File: src/rtl/mem_arbiter.sv
// ============================================================================
//  Module   : mem_arbiter
//  Purpose  : Round-robin sharing of one DRAM block port between the
//             instruction-cache and data-cache refill/write-back paths.
//  Revision : 1.0
// ============================================================================
`default_nettype none

`ifndef DRAM_ADDRESS_SIZE
`define DRAM_ADDRESS_SIZE 32
`endif
`ifndef DRAM_WORD_SIZE
`define DRAM_WORD_SIZE 32
`endif
`ifndef DRAM_BLOCK_SIZE
`define DRAM_BLOCK_SIZE 4
`endif

module mem_arbiter #(
    parameter int ADDR_W      = `DRAM_ADDRESS_SIZE,
    parameter int WORD_W      = `DRAM_WORD_SIZE,
    parameter int BLOCK_WORDS = `DRAM_BLOCK_SIZE,
    parameter int TIMEOUT     = 1024
) (
    input  logic                          clk,
    input  logic                          reset,
    input  logic [ADDR_W-1:0]             icache_mem_address,
    input  logic                          icache_mem_valid,
    output logic [WORD_W*BLOCK_WORDS-1:0] icache_mem_data_in,
    output logic                          icache_mem_ready,
    input  logic [ADDR_W-1:0]             dcache_mem_address,
    input  logic                          dcache_mem_valid,
    input  logic                          dcache_mem_rw,
    input  logic [WORD_W*BLOCK_WORDS-1:0] dcache_mem_data_out,
    output logic [WORD_W*BLOCK_WORDS-1:0] dcache_mem_data_in,
    output logic                          dcache_mem_ready,
    output logic [ADDR_W-1:0]             dram_address,
    output logic                          dram_valid,
    output logic                          dram_rw,
    output logic [WORD_W*BLOCK_WORDS-1:0] dram_data_write,
    input  logic [WORD_W*BLOCK_WORDS-1:0] dram_data_read,
    input  logic                          dram_ready,
    output logic                          arb_busy,
    output logic                          arb_error
);

    localparam int c_blk_w = WORD_W * BLOCK_WORDS;
    localparam int c_cnt_w = $clog2(TIMEOUT + 1);
    localparam logic [c_cnt_w-1:0] c_tmo    = c_cnt_w'(TIMEOUT);
    localparam logic [c_cnt_w-1:0] c_tmo_m1 = c_cnt_w'(TIMEOUT - 1);
    localparam logic c_own_ic = 1'b0;
    localparam logic c_own_dc = 1'b1;

    typedef enum logic [0:0] {
        ST_IDLE = 1'b0,
        ST_WAIT = 1'b1
    } state_t;

    state_t               state_q, state_d;
    logic                 ic_pend_q, ic_pend_d;
    logic                 dc_pend_q, dc_pend_d;
    logic [ADDR_W-1:0]    ic_addr_q, ic_addr_d;
    logic [ADDR_W-1:0]    dc_addr_q, dc_addr_d;
    logic                 dc_rw_q, dc_rw_d;
    logic [c_blk_w-1:0]   dc_wdata_q, dc_wdata_d;
    logic                 last_grant_q, last_grant_d;
    logic [c_cnt_w-1:0]   cnt_q, cnt_d;
    logic                 err_q, err_d;
    logic [ADDR_W-1:0]    dram_addr_q, dram_addr_d;
    logic                 dram_valid_q, dram_valid_d;
    logic                 dram_rw_q, dram_rw_d;
    logic [c_blk_w-1:0]   dram_wdata_q, dram_wdata_d;
    logic [c_blk_w-1:0]   ic_rdata_q, ic_rdata_d;
    logic [c_blk_w-1:0]   dc_rdata_q, dc_rdata_d;
    logic                 ic_ready_q, ic_ready_d;
    logic                 dc_ready_q, dc_ready_d;
    logic                 w_grant_dc;

    always_comb begin
        state_d      = state_q;
        ic_pend_d    = ic_pend_q;
        dc_pend_d    = dc_pend_q;
        ic_addr_d    = ic_addr_q;
        dc_addr_d    = dc_addr_q;
        dc_rw_d      = dc_rw_q;
        dc_wdata_d   = dc_wdata_q;
        last_grant_d = last_grant_q;
        cnt_d        = cnt_q;
        err_d        = err_q;
        dram_addr_d  = dram_addr_q;
        dram_valid_d = 1'b0;
        dram_rw_d    = dram_rw_q;
        dram_wdata_d = dram_wdata_q;
        ic_rdata_d   = ic_rdata_q;
        dc_rdata_d   = dc_rdata_q;
        ic_ready_d   = 1'b0;
        dc_ready_d   = 1'b0;
        w_grant_dc   = 1'b0;

        // A repeated pulse from a requester that is still pending is dropped.
        if (icache_mem_valid) begin
            if (ic_pend_q) begin
                err_d = 1'b1;
            end else begin
                ic_pend_d = 1'b1;
                ic_addr_d = icache_mem_address;
            end
        end
        if (dcache_mem_valid) begin
            if (dc_pend_q) begin
                err_d = 1'b1;
            end else begin
                dc_pend_d  = 1'b1;
                dc_addr_d  = dcache_mem_address;
                dc_rw_d    = dcache_mem_rw;
                dc_wdata_d = dcache_mem_data_out;
            end
        end

        case (state_q)
            ST_IDLE: begin
                if (ic_pend_q || dc_pend_q) begin
                    w_grant_dc   = dc_pend_q && (!ic_pend_q || (last_grant_q == c_own_ic));
                    dram_addr_d  = w_grant_dc ? dc_addr_q : ic_addr_q;
                    dram_rw_d    = w_grant_dc & dc_rw_q;
                    dram_wdata_d = w_grant_dc ? dc_wdata_q : '0;
                    dram_valid_d = 1'b1;
                    last_grant_d = w_grant_dc ? c_own_dc : c_own_ic;
                    cnt_d        = '0;
                    state_d      = ST_WAIT;
                end
            end
            ST_WAIT: begin
                if (dram_ready) begin
                    if (last_grant_q == c_own_dc) begin
                        dc_ready_d = 1'b1;
                        dc_pend_d  = 1'b0;
                        if (!dc_rw_q) begin
                            dc_rdata_d = dram_data_read;
                        end
                    end else begin
                        ic_ready_d = 1'b1;
                        ic_pend_d  = 1'b0;
                        ic_rdata_d = dram_data_read;
                    end
                    state_d = ST_IDLE;
                end else if (cnt_q != c_tmo) begin
                    // Counter saturates at TIMEOUT; the flag rises as it gets there.
                    cnt_d = cnt_q + 1'b1;
                    if (cnt_q == c_tmo_m1) begin
                        err_d = 1'b1;
                    end
                end
            end
            default: state_d = ST_IDLE;
        endcase
    end

    always_ff @(posedge clk or posedge reset) begin
        if (reset) begin
            state_q      <= ST_IDLE;
            ic_pend_q    <= 1'b0;
            dc_pend_q    <= 1'b0;
            ic_addr_q    <= '0;
            dc_addr_q    <= '0;
            dc_rw_q      <= 1'b0;
            dc_wdata_q   <= '0;
            last_grant_q <= c_own_dc;
            cnt_q        <= '0;
            err_q        <= 1'b0;
            dram_addr_q  <= '0;
            dram_valid_q <= 1'b0;
            dram_rw_q    <= 1'b0;
            dram_wdata_q <= '0;
            ic_rdata_q   <= '0;
            dc_rdata_q   <= '0;
            ic_ready_q   <= 1'b0;
            dc_ready_q   <= 1'b0;
        end else begin
            state_q      <= state_d;
            ic_pend_q    <= ic_pend_d;
            dc_pend_q    <= dc_pend_d;
            ic_addr_q    <= ic_addr_d;
            dc_addr_q    <= dc_addr_d;
            dc_rw_q      <= dc_rw_d;
            dc_wdata_q   <= dc_wdata_d;
            last_grant_q <= last_grant_d;
            cnt_q        <= cnt_d;
            err_q        <= err_d;
            dram_addr_q  <= dram_addr_d;
            dram_valid_q <= dram_valid_d;
            dram_rw_q    <= dram_rw_d;
            dram_wdata_q <= dram_wdata_d;
            ic_rdata_q   <= ic_rdata_d;
            dc_rdata_q   <= dc_rdata_d;
            ic_ready_q   <= ic_ready_d;
            dc_ready_q   <= dc_ready_d;
        end
    end

    assign icache_mem_data_in = ic_rdata_q;
    assign icache_mem_ready   = ic_ready_q;
    assign dcache_mem_data_in = dc_rdata_q;
    assign dcache_mem_ready   = dc_ready_q;
    assign dram_address       = dram_addr_q;
    assign dram_valid         = dram_valid_q;
    assign dram_rw            = dram_rw_q;
    assign dram_data_write    = dram_wdata_q;
    assign arb_busy           = (state_q == ST_WAIT);
    assign arb_error          = err_q;

endmodule

`default_nettype wire

File: config.mk
export PLATFORM = sky130hd
export DESIGN_NAME = mem_arbiter
export DESIGN_NICKNAME = d
export VERILOG_FILES = /design/src/rtl/mem_arbiter.sv
export SDC_FILE = /design/constraint.sdc
export NUM_CORES = 1
export LEC_CHECK = 0
export BUFFER_PORTS_ARGS = -buffer_cell sky130_fd_sc_hd__buf_4
export CORE_AREA = 8 8 285 287
export DETAILED_ROUTE_END_ITERATION = 10
export DIE_AREA = 0 0 293 295
export PLACE_DENSITY = 0.52
export SYNTH_ARGS = -nofsm -noshare
export SYNTH_HDL_FRONTEND = slang
export SYNTH_SLANG_ARGS = --single-unit
File: constraint.sdc
create_clock -name clk -period 23.5 [get_ports clk]
set_input_delay 3.525 -clock clk [delete_from_list [all_inputs] [get_ports clk]]
set_output_delay 3.525 -clock clk [all_outputs]
set_load 0.1 [all_outputs]
# After elaboration in Yosys (flattened, before gate mapping)
# Cells that the tools add are included.
[classes]
add_sub_neg = 1
n_eq_ne = 5
mux = 33
n_bitwise = 6
reduce_logical = 10
[ops]
columns = ["op", "n"]
rows = [
  ["128-bit 2-to-1 mux", 1],
  ["11-bit 2-to-1 mux", 3],
  ["32-bit 2-to-1 mux", 1],
  ["1-bit 2-to-1 mux", 26],
  ["11-bit case mux with 2 select lines", 1],
  ["11-bit by 1-bit adder with 11-bit output (second input constant)", 1],
  ["11-bit by 10-bit == test with 1-bit output (second input constant)", 1],
  ["11-bit inequality test (second input constant)", 1],
  ["2-bit AND reduction", 3],
  ["3-bit AND reduction", 2],
  ["1-bit inverter", 5],
  ["2-bit inequality test (second input constant)", 2],
  ["4-bit AND reduction", 1],
  ["1-bit logical OR", 2],
  ["2-bit by 1-bit inequality test with 1-bit output (second input constant)", 1],
  ["1-bit case mux with 2 select lines", 1],
  ["1-bit bitwise AND", 1],
  ["1-bit logical AND", 1],
  ["1-bit zero test", 1],
]
[totals]
reg_bits = 629
in_bits = 326
out_inout_bits = 422
wordCells = 73

# Depth between registers and ports, before layout
[depth]
depth_word = 8
ltp_mapped = 7
ltp_nobuf = 4

# Worst setup path after synthesis
# No wires, ideal clock.
[synth_timing]
path_type = "input -> register"
from = "in dram_ready"
to = "reg dc_rdata_q[0], in the netlist dcache_mem_data_in[0]"
setup_time_ns = 0.126
arrival_time_ns = 4.501
required_time_ns = 23.374
setup_slack_ns = 18.873
stages = 5
n_path_buf = 2
cell_sequence = "and3_1 -> nand2b_1 -> buf_2 -> buf_4 -> mux2_2"
[synth_via]
elab_chain_len = 1
[synth_lines]
columns = ["element", "line", "source"]
rows = [
  ["start: declaration", "42", "input logic dram_ready,"],
  ["4-bit AND reduction (no line)", "-", ""],
  ["end signal: assignment", "195", "dc_rdata_q <= dc_rdata_d;"],
  ["end: declaration", "74", "logic [c_blk_w-1:0] dc_rdata_q, dc_rdata_d;"],
]
# No other way between the ends.
# A chain may end at the register's enable or synchronous reset.

==> flow_summary.ini <==
[synth]
avgSynthCellArea_um2 = 16.14
ys_ff_latch = 629
syn-cell-area_um2 = 23680
ys_warn_count = 0
synth_common_cells = dfrtp_1 (628), mux2_2 (404), a22o_1 (129)
ys.flop_type = dfrtp_1
synth_edf_count = 0
yosysMostFrequentCell = dfrtp_1
synth_top_area_share_pct = 66.35
syn-num-nets = 1795
synth_area_leaders = dfrtp_1 (66%), mux2_2 (19%), a22o_1 (4.8%), mux2_4 (2.5%), mux2i_1 (1.5%)
yosysTopAreaCell = dfrtp_1
syn-instance-count = 1467
async_flop_share_pct = 100.0
ys_seq_area_share_pct = 66.46
ys_types = 40

[floorplan]
rows = 102
start_util_pct = 30.88
io_pins = 748
dieArea_um2 = 86440
core_um2 = 76700
die_w_um = 293
die_h_um = 295

[timing]
setup_violations = 0
fin_skew_ns = 0.02744
slew_headroom_pct = 16.80
fin_crit_ns = 6.383
drv_slew = 0
tns_ns = 0
fin_crit_sh_pct = 27.16
rsz0062_at_grt = no
finalHoldViolCount = 0
worst_pin_slew_ns = 1.248
clock.fmax_ghz = 0.1567

[clocking]
clock_latency_ns = 0.60
cts_buffer_depth = 3
cts_buffers = 72
cts_resized = 0
cts_max_level = 3
cts-hold-fix-buffers = 0
clk_pin_slew_ns = 0.05
root_buffer = clkbuf_16
cts_sinks = 629
cts_setup_buffers = 0
cts_tree = done

[route]
vias_per_cell = 4.605
drt_iter0_markers = 621
drc = 0
wl_per_cell_um = 23.11
ant_nets = 0
postRouteWirelength_um = 76620
dr.pass1.iters = 4
vias = 15260

[grt]
antenna_found_initial = 14
grtUsageTotal_pct = 16.99
overflow = 0
grt_max_degree = 157
grt_pass1_vias = 16680
grt_pass1_wl_um = 112400

[placement]
io_buffers = 747
dp_hpwl_um = 55600
globalplace.congestion = 0.7979

[setup_path]
end_kind = async pin
worstPathRequired_ns = 24.06
path_max_fanout = 156
cp-start-kind = input port
r2r_end = dcache_mem_data_in[76]
worstSetupPathType = input port to async pin
arrival_ns = 6.95
crit-reg2reg-launch = arb_busy
reg2reg_slack_ns = 20.32
reg2reg_depth = 5

[worst_hold_path]
min_path_type = register to register
holdPathStages = 2
worstHoldStart = arb_error
whs_endpoint = arb_error

[flow_run]
maxCapViolCount = 0

[cells_and_area]
multi_input_area_um2 = 7385
register_area_um2 = 15740
area_delta_synth_final_pct = 38.16
final_nets = 2542
drive_gt1_share_pct = 58.84
fillCellCount = 7058

[status]
status = complete, no violations
-- state kept, by name, indices dropped and copies added (netlist names) --
name	flops
dram_data_write	128
dcache_mem_ready	1
cnt_q	11
dram_valid	1
dc_rw_q	1
icache_mem_data_in	128
last_grant_q	1
dram_address	32
dc_addr_q	32
dram_rw	1
ic_pend_q	1
dcache_mem_data_in	128
icache_mem_ready	1
arb_busy	1
dc_pend_q	1
arb_error	1
dc_wdata_q	128
ic_addr_q	32
-- per-stage QoR --
stage               instances  area [um^2]  utilization [%]  setup slack, ns  hold slack (ns)
floorplan                1467        23680                -            2.360           0.4574
global placement         3180        30230            39.41            16.44           0.4693
detailed placement       3180        30230            39.41            16.29           0.4681
CTS                      3307        32700            42.64            16.95           0.4822
global route             3315        32720            42.66            16.49           0.4915
finish                   3315        32720            42.66            17.12           0.4745
-- metal layers --
layer	vias to the layer above	share of wire [%]	GRT usage, %
met4	12	2.9	5.971
li1	6809	-	-
met1	7846	37	18.62
met2	473	52	30.14
met5	-	0.10	0
met3	124	8.2	6.275
-- worst max path at each step --
stage | from | endpoint | depth (start not counted)
after floorplan | reset | arb_busy | 1
after global placement | reset | dram_address[25] | 5
after detailed placement | reset | ic_addr_q[25] | 5
after CTS | reset | ic_addr_q[30] | 5
after global routing | reset | ic_addr_q[30] | 5
final | reset | cnt_q[9] | 5
-- cells by family (layout without fill, tap and decap cells) --
kind of cell | count (synthesis) | after routing | share of synthesized area, %
DFF | 629 | 629 | 66.46
muxes | 484 | 484 | 23.46
AOI/OAI and AO/OA | 180 | 180 | 5.954
buffers and inverters | 99 | 899 | 2.546
and+or+nand+nor | 73 | 73 | 1.469
adders and majority gates | 2 | 2 | 0.1056
other | 0 | 8 | 0
-- worst max-delay path: stages --
cell,delay (ns)
buf_4,0.13
inv_8,0.54
buf_4,0.91
buf_12,0.63
buf_4,0.88
-- placed cells by master (no fill, tap or decap), drive strengths merged, types with 3 or more instances in the layout --
master	count
a21oi	5
a22o	129
buf	764
bufinv	8
clkbuf	98
clkinv	14
clkinvlp	3
dfrtp	628
diode	8
inv	12
mux2	449
mux2i	35
nand2	41
nand2b	3
nand3	5
nor2	4
nor4	3
o21ai	38
or3	4
or4	3
-- layout make-up --
class	count	share of cell area, %
sequential	629	48.11
timing repair buffer	764	17.60
tap	1040	3.977
clock buffer	98	6.332
inverter	8	0.1147
antenna	8	0.06118
multi-input combinational	739	22.57
clock inverter	29	1.239
Power is not shown: default switching activity piles up to over one toggle a cycle in this logic, so the estimate is an artifact.
